$ cat src/rtl/zx_raster_timing.sv
// Raster counters, screen-fetch scheduler, blank/sync, CPU INT and FLASH phase for the video path.
// Latency: counts, strobes, SCREEN_ADDR, SCREEN_SHOW combinational; BLANK/syncs/INT_N/FRAME_START one tick late.
// Backpressure: none; free-running on CLK_14MHZ, MODE is adopted only at frame wrap or during RESET.
module zx_raster_timing #(
  parameter int H_AREA        = 256,
  parameter int V_AREA        = 192,
  parameter int INT_LEN       = 64,
  parameter int INT_HPOS      = 320,
  parameter int INT_LINE_PENT = 239,
  parameter int INT_LINE_48   = 248,
  parameter int INT_LINE_128  = 248,
  // Frame geometry per mode, in pixels and lines
  parameter int H_TOT_PENT    = 448,
  parameter int V_TOT_PENT    = 320,
  parameter int H_TOT_48      = 448,
  parameter int V_TOT_48      = 312,
  parameter int H_TOT_128     = 456,
  parameter int V_TOT_128     = 311,
  // Blank and sync windows, common to all modes (begin inclusive, end exclusive)
  parameter int HBLANK_BEG    = 320,
  parameter int HBLANK_END    = 416,
  parameter int HSYNC_BEG     = 328,
  parameter int HSYNC_END     = 360,
  parameter int VBLANK_BEG    = 240,
  parameter int VSYNC_BEG     = 248,
  parameter int VBLANK_END    = 256
) (
  input  logic        CLK_14MHZ,
  input  logic        RESET,
  input  logic [1:0]  MODE,
  output logic [1:0]  MODE_ACT,
  output logic [8:0]  HC,
  output logic [8:0]  VC,
  output logic        PIX_EN,
  output logic        FETCH_BMP,
  output logic        FETCH_ATTR,
  output logic        LOAD,
  output logic [12:0] SCREEN_ADDR,
  output logic        SCREEN_SHOW,
  output logic        BLANK,
  output logic        HSYNC_N,
  output logic        VSYNC_N,
  output logic        CSYNC_N,
  output logic        INT_N,
  output logic        BLINK,
  output logic        FRAME_START
);

  localparam int INT_TICKS = 2 * INT_LEN;
  localparam int ICW       = $clog2(INT_TICKS + 1);

  localparam logic [9:0] H_LAST_PENT = 10'(2 * H_TOT_PENT - 1);
  localparam logic [9:0] H_LAST_48   = 10'(2 * H_TOT_48 - 1);
  localparam logic [9:0] H_LAST_128  = 10'(2 * H_TOT_128 - 1);
  localparam logic [8:0] V_LAST_PENT = 9'(V_TOT_PENT - 1);
  localparam logic [8:0] V_LAST_48   = 9'(V_TOT_48 - 1);
  localparam logic [8:0] V_LAST_128  = 9'(V_TOT_128 - 1);
  localparam logic [8:0] INT_LN_PENT = 9'(INT_LINE_PENT);
  localparam logic [8:0] INT_LN_48   = 9'(INT_LINE_48);
  localparam logic [8:0] INT_LN_128  = 9'(INT_LINE_128);
  localparam logic [9:0] INT_HC0     = 10'(2 * INT_HPOS);

  localparam logic [8:0] H_AREA_C     = 9'(H_AREA);
  localparam logic [8:0] V_AREA_C     = 9'(V_AREA);
  localparam logic [8:0] SHOW_END_C   = 9'(H_AREA + 8);
  localparam logic [8:0] HBLANK_BEG_C = 9'(HBLANK_BEG);
  localparam logic [8:0] HBLANK_END_C = 9'(HBLANK_END);
  localparam logic [8:0] HSYNC_BEG_C  = 9'(HSYNC_BEG);
  localparam logic [8:0] HSYNC_END_C  = 9'(HSYNC_END);
  localparam logic [8:0] VBLANK_BEG_C = 9'(VBLANK_BEG);
  localparam logic [8:0] VSYNC_BEG_C  = 9'(VSYNC_BEG);
  localparam logic [8:0] VBLANK_END_C = 9'(VBLANK_END);

  localparam logic [ICW-1:0] INT_RELOAD = ICW'(INT_TICKS - 1);

  logic [9:0]     hc0;
  logic [8:0]     vc;
  logic [1:0]     mode_act;
  logic [1:0]     mode_req;
  logic [9:0]     h_last;
  logic [8:0]     v_last;
  logic [8:0]     int_line;
  logic           h_wrap;
  logic           frame_wrap;
  logic           int_match;
  logic           fetch_win;
  logic           vis_line;
  logic [12:0]    bmp_addr;
  logic [12:0]    attr_addr;
  logic           blank_d;
  logic           hsync_d;
  logic           vsync_d;
  logic [ICW-1:0] int_cnt;
  logic [4:0]     blink_cnt;
  logic           int_n_q;
  logic           blank_q;
  logic           hsync_n_q;
  logic           vsync_n_q;
  logic           csync_n_q;
  logic           frame_start_q;

  // Mode 3 is an alias of Pentagon, so it is folded before it is ever held
  assign mode_req = (MODE == 2'd3) ? 2'd0 : MODE;

  // Terminal counts and INT line of the geometry in force
  always_comb begin
    h_last   = H_LAST_PENT;
    v_last   = V_LAST_PENT;
    int_line = INT_LN_PENT;
    case (mode_act)
      2'd1: begin
        h_last   = H_LAST_48;
        v_last   = V_LAST_48;
        int_line = INT_LN_48;
      end
      2'd2: begin
        h_last   = H_LAST_128;
        v_last   = V_LAST_128;
        int_line = INT_LN_128;
      end
      default: begin
      end
    endcase
  end

  assign h_wrap     = (hc0 == h_last);
  assign frame_wrap = h_wrap && (vc == v_last);

  // Tick/line counters; geometry changes only between frames so a frame is never torn
  always_ff @(posedge CLK_14MHZ) begin
    if (RESET) begin
      hc0      <= '0;
      vc       <= '0;
      mode_act <= mode_req;
    end else if (h_wrap) begin
      hc0 <= '0;
      if (frame_wrap) begin
        vc       <= '0;
        mode_act <= mode_req;
      end else begin
        vc <= vc + 9'd1;
      end
    end else begin
      hc0 <= hc0 + 10'd1;
    end
  end

  assign MODE_ACT = mode_act;
  assign HC       = hc0[9:1];
  assign VC       = vc;
  assign PIX_EN   = hc0[0];

  // Fetch slots sit at the end of each 16-tick cell: bitmap, attribute, then shifter load
  assign fetch_win  = (vc < V_AREA_C) && (HC < H_AREA_C);
  assign FETCH_BMP  = fetch_win && (hc0[3:0] == 4'd12);
  assign FETCH_ATTR = fetch_win && (hc0[3:0] == 4'd14);
  assign LOAD       = fetch_win && (hc0[3:0] == 4'd15);

  // Spectrum bitmap interleave: third, pixel row in char, char row, column
  assign bmp_addr    = {vc[7:6], vc[2:0], vc[5:3], HC[7:3]};
  assign attr_addr   = {3'b110, vc[7:3], HC[7:3]};
  assign SCREEN_ADDR = FETCH_BMP ? bmp_addr : attr_addr;

  // Shown area trails the fetch window by one cell, the shifter's load delay
  assign vis_line    = (vc < V_AREA_C);
  assign SCREEN_SHOW = vis_line && (HC >= 9'd8) && (HC < SHOW_END_C);

  assign blank_d   = ((HC >= HBLANK_BEG_C) && (HC < HBLANK_END_C)) ||
                     ((vc >= VBLANK_BEG_C) && (vc < VBLANK_END_C));
  assign hsync_d   = (HC >= HSYNC_BEG_C) && (HC < HSYNC_END_C);
  assign vsync_d   = (vc >= VSYNC_BEG_C) && (vc < VBLANK_END_C);
  assign int_match = (vc == int_line) && (hc0 == INT_HC0);

  // Registered blank, syncs and frame marker, one tick behind the count
  always_ff @(posedge CLK_14MHZ) begin
    if (RESET) begin
      blank_q       <= 1'b0;
      hsync_n_q     <= 1'b1;
      vsync_n_q     <= 1'b1;
      csync_n_q     <= 1'b1;
      frame_start_q <= 1'b0;
    end else begin
      blank_q       <= blank_d;
      hsync_n_q     <= ~hsync_d;
      vsync_n_q     <= ~vsync_d;
      csync_n_q     <= ~(hsync_d ^ vsync_d);
      frame_start_q <= frame_wrap;
    end
  end

  // INT pulse timer and FLASH counter; a match while INT_N is low is ignored
  always_ff @(posedge CLK_14MHZ) begin
    if (RESET) begin
      int_n_q   <= 1'b1;
      int_cnt   <= '0;
      blink_cnt <= '0;
    end else if (int_match && int_n_q) begin
      int_n_q   <= 1'b0;
      int_cnt   <= INT_RELOAD;
      blink_cnt <= blink_cnt + 5'd1;
    end else if (int_cnt != '0) begin
      int_cnt <= int_cnt - ICW'(1);
    end else begin
      int_n_q <= 1'b1;
    end
  end

  assign BLANK       = blank_q;
  assign HSYNC_N     = hsync_n_q;
  assign VSYNC_N     = vsync_n_q;
  assign CSYNC_N     = csync_n_q;
  assign INT_N       = int_n_q;
  assign BLINK       = blink_cnt[4];
  assign FRAME_START = frame_start_q;

endmodule

$ cat config.mk
export PLATFORM = sky130hd
export DESIGN_NAME = zx_raster_timing
export DESIGN_NICKNAME = d
export VERILOG_FILES = /design/src/rtl/zx_raster_timing.sv
export SDC_FILE = /design/constraint.sdc
export NUM_CORES = 1
export LEC_CHECK = 0
export CORE_AREA = 2 2 73 75
export CTS_BUF_LIST = sky130_fd_sc_hd__clkbuf_2 sky130_fd_sc_hd__clkbuf_4 sky130_fd_sc_hd__clkbuf_8
export DETAILED_ROUTE_END_ITERATION = 10
export DIE_AREA = 0 0 75 77
export PLACE_DENSITY = 0.75
export SLEW_MARGIN = 20
export SYNTH_ARGS = -nofsm -noshare
export SYNTH_HDL_FRONTEND = slang
export SYNTH_SLANG_ARGS = --single-unit
$ cat constraint.sdc
create_clock -name CLK_14MHZ -period 1.8 [get_ports CLK_14MHZ]
set_input_delay 0.36 -clock CLK_14MHZ [delete_from_list [all_inputs] [get_ports CLK_14MHZ]]
set_output_delay 0.36 -clock CLK_14MHZ [all_outputs]
set_load 0.1 [all_outputs]
==> out/summary.txt <==
Net Count, Synth -> 266
CP Capture Type -> output pin
Hold_ws -> 0.483 ns
Max incr delay on CP -> 0.35 ns
Synth area leader -> dfxtp_1
CP startpoint kind -> flip-flop
Non-filler cells, final -> 414
CTS Buffer Depth -> 2
Req. time, crit path -> 1.44 ns
Overall Global Routing Usage -> 25.7%
Place WS -> -0.124 ns
Failing checks -> setup timing
WL final -> 8040 um
Crit path max-delay family -> simple AND/OR/NAND/NOR gates
Share of the synthesized area in the top cell type -> 33.9%
Max VDD drop -> 0.508 mV
Hold Crit Start -> hc0[0]
Setup Viol. Count Final -> 24
Leakage -> 0.00157 uW
Setup TNS Final -> -4.22 ns
H-tree depth -> 2
Crit-path cells -> and2_4 -> nor4_4 -> nand2_4 -> mux2_4 -> buf_12
FFs w/ async S/R, synth -> 0%
Detailed Place HPWL -> 4550 um
Detailed Route Iter0 Violations -> 198
Largest cells by area after synthesis -> dfxtp_1 34%, ha_1 5.6%, a21oi_1 4.7%
Hold depth -> 1
Worst-margin pin slew -> 0.472 ns
# diodes -> 0
Clk slew on worst S/H paths -> 0.09 ns
GPL Wtd Cong -> 0.862
FP Rows -> 26
CTS Buf Count -> 5
Crit path DAT -> 1.76 ns
Max Clk Rate -> 472 MHz
Die W -> 75 um
Max Slew Vio Count -> 0
Final Util -> 82.3%
Yosys warnings -> 0
CTS tree -> done
Clock Sinks -> 40
Syn_area_per_cell -> 8.92 sq um
Worst skew pair latency -> 0.31 ns
Number of global-route vias before repair -> 2,341
Pin count of the biggest net entering global routing -> 16
Most used DFF post-synth -> dfxtp_1
Cell area power density -> 651 mW/mm^2
DRT Pass-1 Iters -> 4
DR WL/cell -> 19.4 um
Distinct cells, synth -> 49
Top Ports -> 49
Cells after synthesis -> 252
CP max-delay cell -> dfxtp_4
Core ar. -> 0.00498 sq mm
Port bufs -> 48
Detail Route Antenna Nets -> 0
Ratio of cells with drive above 1 in the final layout -> 57.3%
Post-layout minimum cycle time -> 2.12 ns
Sequential cell area fraction in the yosys report -> 36.5%
Yosys reg bits -> 40
DIE AREA -> 0.00578 sq mm
Hold Path Class -> flip-flop to flip-flop
Routed vias/inst -> 5.68
Max-cap viol count -> 0
CTS Hold Bufs -> 0
WP buf/inv -> 1
Drt drc -> 0
Remaining Overflow, GRT -> 0
WS Path Type -> flip-flop to output pin
Status -> complete, but fails checks
Final Skew -> 0.0124 ns
Die height -> 77 um
Post-synth EDFFs -> 2
Mapped Area -> 0.00225 sq mm
Clock root buffer master -> clkbuf_8
First-pass GRT wire length -> 11,500 um
Cell count along the critical path -> 5
Final Hold Vio Count -> 0
Worst r2r src -> MODE_ACT[1]
Period utilization -> 118%
Post-route setup slack -> -0.317 ns
Routed vias -> 2,353
Crit. Startpoint -> VC[7]
R2R cell count -> 6
Dpl cells -> 391
Relative slew margins -> 68.3%
Initial Util -> 45.1%
Nets -> 357
RSZ-0062 raised after global routing -> yes
CP max FO -> 6
Area Growth Syn to Fin -> 82.2%
Initial antenna violation count -> 0
[stage by stage]
stage / instance area [sq um] / total power [uW]
6_report: 4090 / 2670
5_1_grt: 4090 / 2770
4_1_cts: 3880 / 2570
3_5_place_dp: 3650 / 1800
3_3_place_gp: 3650 / 1760
2_1_floorplan: 2460 / 1600
[layout by cell type, fill, tap and decap left out, types with 5 or more instances in the layout]
cell type,Yosys,layout
buf_12,0,47
buf_4,10,46
dfxtp_1,38,19
a21oi_2,0,16
nor2_1,18,15
dfxtp_4,0,12
nand3_1,12,12
nand2_1,12,10
xor2_1,10,10
inv_1,12,8
or4_4,0,8
buf_6,0,8
dfxtp_2,0,7
nand4_1,6,6
o31ai_1,10,6
ha_1,10,6
o21ai_0,6,5
xnor2_1,6,5
a21oi_1,21,5
clkbuf_8,3,5
[cell type report]
type / instances / area (sq um)
multi-input combinational: 179 / 1550
timing repair buffer: 104 / 1410
fill: 260 / 883
sequential: 40 / 875
tap: 70 / 87.6
clock buffer: 5 / 68.8
inverter: 13 / 57.6
clock inverter: 3 / 47.5
[sequential cells by signal, indices dropped and copies added, names as in the netlist, 2 cells and up]
name / flops
hc0: 10
VC: 9
int_cnt: 8
blink_cnt: 5
MODE_ACT: 2
[what timing repair did]
action / in CTS / in global routing
gates resized for setup: 14 / 39
hold endpoints to repair: 0 / 0
setup endpoints to repair: 19 / 34
pin swaps: 10 / 13
setup buffers: 11 / 10
[Yosys cell counts (2+ instances only)]
cell type	instances
or4_1	11
nand2b_1	2
xnor2_1	6
and3_1	5
clkbuf_8	3
nor4b_1	2
buf_4	10
dfxtp_1	38
or2_2	2
nor3b_1	2
clkbuf_1	5
xor2_1	10
or3_1	2
mux2_2	4
and2_1	3
nand2_1	12
a22oi_1	2
nor2_1	18
nor3_1	4
o21a_1	2
ha_1	10
inv_1	12
nor4_1	5
nand3_1	12
o31ai_1	10
o21ai_0	6
a21oi_1	21
and4_1	2
nor2b_1	5
nand4_1	6
edfxtp_1	2
[kinds of logic (layout without fill, tap and decap cells)]
| group | after synthesis | in the layout | share of synthesized area (%) |
|---|---|---|---|
| multiplexers | 5 | 5 | 2.45 |
| flip-flops | 40 | 40 | 36.5 |
| AND/OR/NAND/NOR | 100 | 100 | 25.9 |
| adder cells (fa/ha/maj) | 10 | 10 | 5.57 |
| AO/OA/AOI/OAI | 48 | 48 | 14.6 |
| XOR/XNOR | 16 | 16 | 6.24 |
| buffers and inverters | 33 | 125 | 8.63 |
[where the power goes]
| part | internal [uW] | switching (uW) | leakage [uW] |
|---|---|---|---|
| registers | 954 | 82.5 | 0.000341 |
| clock network | 418 | 365 | 0.0000583 |
| logic | 394 | 452 | 0.00117 |
[worst paths after layout]
path	to	slack, ns
worst max-delay path	SCREEN_ADDR[8]	-0.32
worst min-delay path	hc0[0]	0.48
worst max register to register	VC[0]	-0.20
worst min register to register	hc0[0]	0.48
[per-layer routing]
layer,wire [um],part of all wire (%),global-route usage [%],up-vias
met5,0,0,0,-
met4,255,3.2,11.3,0
met3,452,5.6,4.99,23
met2,4180,52,41.9,106
met1,3150,39,32.1,1143
li1,-,-,-,1081
[worst register-to-register path, stage by stage (launching register included)]
cell	delay, ns
edfxtp_1	0.46
ha_4	0.33
xnor2_2	0.12
nand4_1	0.23
o31ai_4	0.50
buf_6	0.19
a21oi_1	0.06
(Power assumes the default switching activity.)
